## src/rtl/mem_arb_pkg.sv

```systemverilog
// Shared types and constants for the two-port memory arbiter.
package mem_arb_pkg;

  typedef enum logic [1:0] {
    ST_IDLE   = 2'd0,
    ST_ACCESS = 2'd1,
    ST_RESP   = 2'd2
  } state_t;

  localparam logic [3:0] WMASK_READ = 4'b0000;

endpackage

```

## src/rtl/rr_pick2.sv

```systemverilog
// Two-way winner select. Round-robin by default; defining MEM_ARB_FIXED_PRIO_EN
// makes port 0 win every tie. winner = 0 selects port 0, 1 selects port 1.
module rr_pick2 (
  input  logic req0,
  input  logic req1,
  input  logic last_grant,
  output logic winner
);

`ifdef MEM_ARB_FIXED_PRIO_EN
  logic unused_last_grant;
  assign unused_last_grant = last_grant;
  assign winner = !req0 && req1;
`else
  // On a tie the port that was not served last time wins.
  assign winner = (req0 && req1) ? !last_grant : req1;
`endif

endmodule

```

## src/rtl/mem_arbiter.sv

```systemverilog
// Shares one single-port word memory between two req/ready requesters.
// Tie-break is round-robin unless MEM_ARB_FIXED_PRIO_EN is defined.
module mem_arbiter
  import mem_arb_pkg::*;
#(
  parameter int ADDR_WIDTH = 32
) (
  input  logic                  clk,
  input  logic                  reset,
  input  logic                  p0_req,
  input  logic [ADDR_WIDTH-1:0] p0_addr,
  input  logic [31:0]           p0_wdata,
  input  logic [3:0]            p0_wmask,
  output logic                  p0_ready,
  input  logic                  p1_req,
  input  logic [ADDR_WIDTH-1:0] p1_addr,
  input  logic [31:0]           p1_wdata,
  input  logic [3:0]            p1_wmask,
  output logic                  p1_ready,
  output logic [31:0]           rdata,
  output logic [ADDR_WIDTH-1:0] mem_addr,
  output logic [31:0]           mem_wdata,
  output logic [3:0]            mem_wmask,
  output logic                  mem_rstrb,
  input  logic [31:0]           mem_rdata
);

  state_t state, state_nxt;
  logic   grant;
  logic   last_grant;
  logic   winner;
  logic   any_req;
  logic   take;

  logic [ADDR_WIDTH-1:0] sel_addr;
  logic [31:0]           sel_wdata;
  logic [3:0]            sel_wmask;

  assign any_req = p0_req || p1_req;
  assign take    = (state == ST_IDLE) && any_req;

  rr_pick2 u_pick (
    .req0       (p0_req),
    .req1       (p1_req),
    .last_grant (last_grant),
    .winner     (winner)
  );

  assign sel_addr  = winner ? p1_addr  : p0_addr;
  assign sel_wdata = winner ? p1_wdata : p0_wdata;
  assign sel_wmask = winner ? p1_wmask : p0_wmask;

  // The memory registers its read data, so it is simply forwarded in RESP.
  assign rdata = mem_rdata;

  // NOTE: sequential state uses non-blocking assignments so every flop samples
  // pre-edge values regardless of process ordering.
  always_ff @(posedge clk) begin
    if (reset) state <= ST_IDLE;
    else       state <= state_nxt;
  end

  // NOTE: every output of this block gets a default first, so no path leaves
  // a signal unassigned and no latch is inferred.
  always_comb begin
    state_nxt = state;
    p0_ready  = 1'b0;
    p1_ready  = 1'b0;
    unique case (state)
      ST_IDLE:   if (any_req) state_nxt = ST_ACCESS;
      ST_ACCESS: state_nxt = ST_RESP;
      ST_RESP: begin
        p0_ready  = !grant;
        p1_ready  = grant;
        state_nxt = ST_IDLE;
      end
      default:   state_nxt = ST_IDLE;
    endcase
  end

  // Memory strobes are registered: raised on the grant edge, dropped one edge later.
  always_ff @(posedge clk) begin
    if (reset) begin
      grant      <= 1'b0;
      last_grant <= 1'b1;
      mem_addr   <= '0;
      mem_wdata  <= '0;
      mem_wmask  <= WMASK_READ;
      mem_rstrb  <= 1'b0;
    end else if (take) begin
      grant      <= winner;
      last_grant <= winner;
      mem_addr   <= sel_addr;
      mem_wdata  <= sel_wdata;
      mem_wmask  <= sel_wmask;
      mem_rstrb  <= (sel_wmask == WMASK_READ);
    end else if (state == ST_ACCESS) begin
      mem_wmask  <= WMASK_READ;
      mem_rstrb  <= 1'b0;
    end
  end

endmodule
```

## config.mk

```make
export PLATFORM = sky130hd
export DESIGN_NAME = mem_arbiter
export DESIGN_NICKNAME = d
export VERILOG_FILES = /design/src/rtl/mem_arb_pkg.sv /design/src/rtl/rr_pick2.sv /design/src/rtl/mem_arbiter.sv
export SDC_FILE = /design/constraint.sdc
export NUM_CORES = 1
export LEC_CHECK = 0
export BUFFER_PORTS_ARGS = -buffer_cell sky130_fd_sc_hd__buf_2
export CORE_MARGIN = 3
export CORE_UTILIZATION = 35
export DETAILED_ROUTE_END_ITERATION = 16
export GPL_TIMING_DRIVEN = 0
export PLACE_DENSITY = 0.69
export SYNTH_ARGS = -nofsm -noshare
export SYNTH_HDL_FRONTEND = slang
export SYNTH_HIERARCHICAL = 1
export SYNTH_SLANG_ARGS = --single-unit
```

## constraint.sdc

```tcl
create_clock -name clk -period 1.8 [get_ports clk]
set_clock_uncertainty 0.15 [all_clocks]
set_input_delay 0.27 -clock clk [delete_from_list [all_inputs] [get_ports clk]]
set_output_delay 0.27 -clock clk [all_outputs]
set_load 0.05 [all_outputs]
```

==> run metrics <==
crit path buf inv count=2; setup violators final=0; top cells by area, synth=dfxtp_1, mux2i_1, a211oi_2; die width=113.9 µm; worst-skew pair later-pin latency=0.32 ns; HPWL Detailed=9248 µm; total CTS buffers=9; post-synth top area cell=dfxtp_1; placed inst area=5469 µm²; Avg WL per Cell=15.47 µm; H-tree depth=3; Layout area overhead=41.42%; Post-CTS Resized=4; CTS hold repair buffers=0; Die H=113.9 µm; RSZ-0062 raised after global routing=no; vias per std cell=4.938; period utilisation layout=92.05%; asr flop ratio synth=0%; initial core utilization=36.65%; syn_nets=536; clk slew on worst S/H paths=0.05 ns; sequential fraction of the synthesis area=35.84%; CP delay by family, top=flip-flops; Cell Area, Synth=4078 µm²; Hold/Removal Path Class=in -> reg; core area=11,130 µm²; Top FF cell, synth=dfxtp_1; Setup Buffers After CTS=0; DR iter-0 viols=70; Yosys top cell area share=35.84%; FF-to-FF Start=last_grant; Data arrival, critical path=1.24 ns; outcome=complete, no violations; Post-Synthesis Cells=364; Seq cells post-synth=73; Worst Setup SP=state[1]; Hold Startpoint=p1_wmask[2]; Antenna Violating Nets Remaining=0; residual DRC count=0; Total GRT Usage=16.93%; GP Congestion=0.7602; critical-path cell with the highest stage delay=dfxtp_2; Worst EP required=1.38 ns; Nets=787; Tmin final=1.657 ns; Fin. Hold Viols=0; worst path cell trace=inv_4 > nor3_2 > buf_4; most frequent cells in the layout=buf_2, dfxtp_1, mux2i_1; total die area=12,980 µm²; Hold Crit Endpoint=mem_wmask[2]; Max Clk Rate=0.6035 GHz; Setup WS post-layout=0.1430 ns; mean area per synthesized cell=11.20 µm²; root buf cell=clkbuf_16; initial antenna violation count=0; maximum capacitance violations=0; reg2reg end=mem_addr[30]; final wirelength=11,760 µm; CTS tree=done; CTS sink count=73; slowest cell delay on critical path=0.41 ns; FF-to-FF path depth=5; via count=3,753; Antenna Cells=0; I/O Buffers=241; pre-CTS WS=-0.03003 ns; IO Count=275; crit path max fanout=14; gr ovfl total=0; drt pass-1 iters=4; pwr dens=1001 nW/µm²; largest net degree at the start of global routing=15; max_slew headroom=53.23%; leakage power=2.672 nW; layout cells sized above 1=67.26%; # rows=38; WHS Path Cells=3; Post-synth EDFFs=0; Netlist cell types=28; VDD IR max=495.8 µV; Tightest Pin Transition=0.7015 ns; internal reg-to-reg setup slack=0.17 ns; Core Util, Final=51.83%; startpoint types=flip-flop; critical path class=reg -> out; Longest Clk Path Bufs=2; first-pass GRT wire length=17,800 µm; Pins Over Slew Limit=0; most common cell after layout, fill and taps aside=buf_2; crit end category=output pin; Synth Warn #=6; final instance area=5767 µm²; vias in the first global route=3,706
worst reg2reg max path: cells and delay by family, from the launching register on:
kind                   cells  cell delay, ns
muxes                      1            0.30
AOI/OAI and AO/OA          2            0.21
buffers and inverters      2            0.50
DFF                        1            0.32
synthesized netlist by cell type, types with 2 or more instances:
library cell   n
buf_12         5
nor3_1         2
a211oi_2      50
o2bb2ai_1      5
a211oi_1      14
mux2i_1       68
nor3b_1        2
buf_4         40
a21oi_1       24
buf_2         17
a21oi_2       42
o21ai_0        2
clkbuf_1       5
or3_1          2
dfxtp_1       73
flip-flops by register name (all words and copies together) (netlist names):
register	count
state	2
mem_rstrb	1
mem_wmask	4
mem_wdata	32
last_grant	1
grant	1
mem_addr	32
metal layers:
metal	global-route usage (%)	vias up	share of wire [%]
met5	0	-	0
met2	30.60	165	50
li1	-	1827	-
met3	4.615	9	9.0
met1	19.93	1752	40
met4	3.721	0	0.74
report_power, final:
group,switching (W),total (W),internal [W]
combinational,0.00139,0.00211,0.000715
sequential,0.000115,0.00192,0.00180
clock,0.000635,0.00174,0.00111
total,0.00214,0.00577,0.00363
worst max-delay path by stage:
stage / to / slack (ns) / depth (start not counted)
final: p0_ready / 0.14 / 3
after detailed placement: mem_addr[30] / -0.03 / 6
after floorplan: p1_ready / 0.06 / 3
after CTS: p1_ready / 0.07 / 3
after global routing: p1_ready / 0.05 / 3
after global placement: mem_wdata[26] / -0.0008 / 6
area by class of cell:
class	count	area, µm²
fill	1040	5359
multi-input combinational	220	2088
sequential	73	1463
timing repair buffer	241	1215
buffer	68	525.5
clock buffer	13	250.2
tap	140	175.2
clock inverter	3	40.04
inverter	2	10.01
logic make-up after synthesis:
group           share of synthesized area (%)
simple gates                            1.749
compound gates                          32.53
buf+inv                                 13.19
flops                                   35.84
mux                                     16.69
metrics by stage:
| stage | hold slack, ns | TNS [ns] | std cells | power (W) |
|---|---|---|---|---|
| 3_5_place_dp | 0.3013 | -0.1155 | 745 | 0.004084 |
| 3_3_place_gp | 0.2946 | -0.0007728 | 745 | 0.004046 |
| 2_1_floorplan | 0.2956 | 0 | 364 | 0.003550 |
| 5_1_grt | 0.1156 | 0 | 760 | 0.006032 |
| 6_report | 0.08914 | 0 | 760 | 0.005771 |
| 4_1_cts | 0.07826 | 0 | 760 | 0.005851 |
Power figures use the tool's default switching activity.
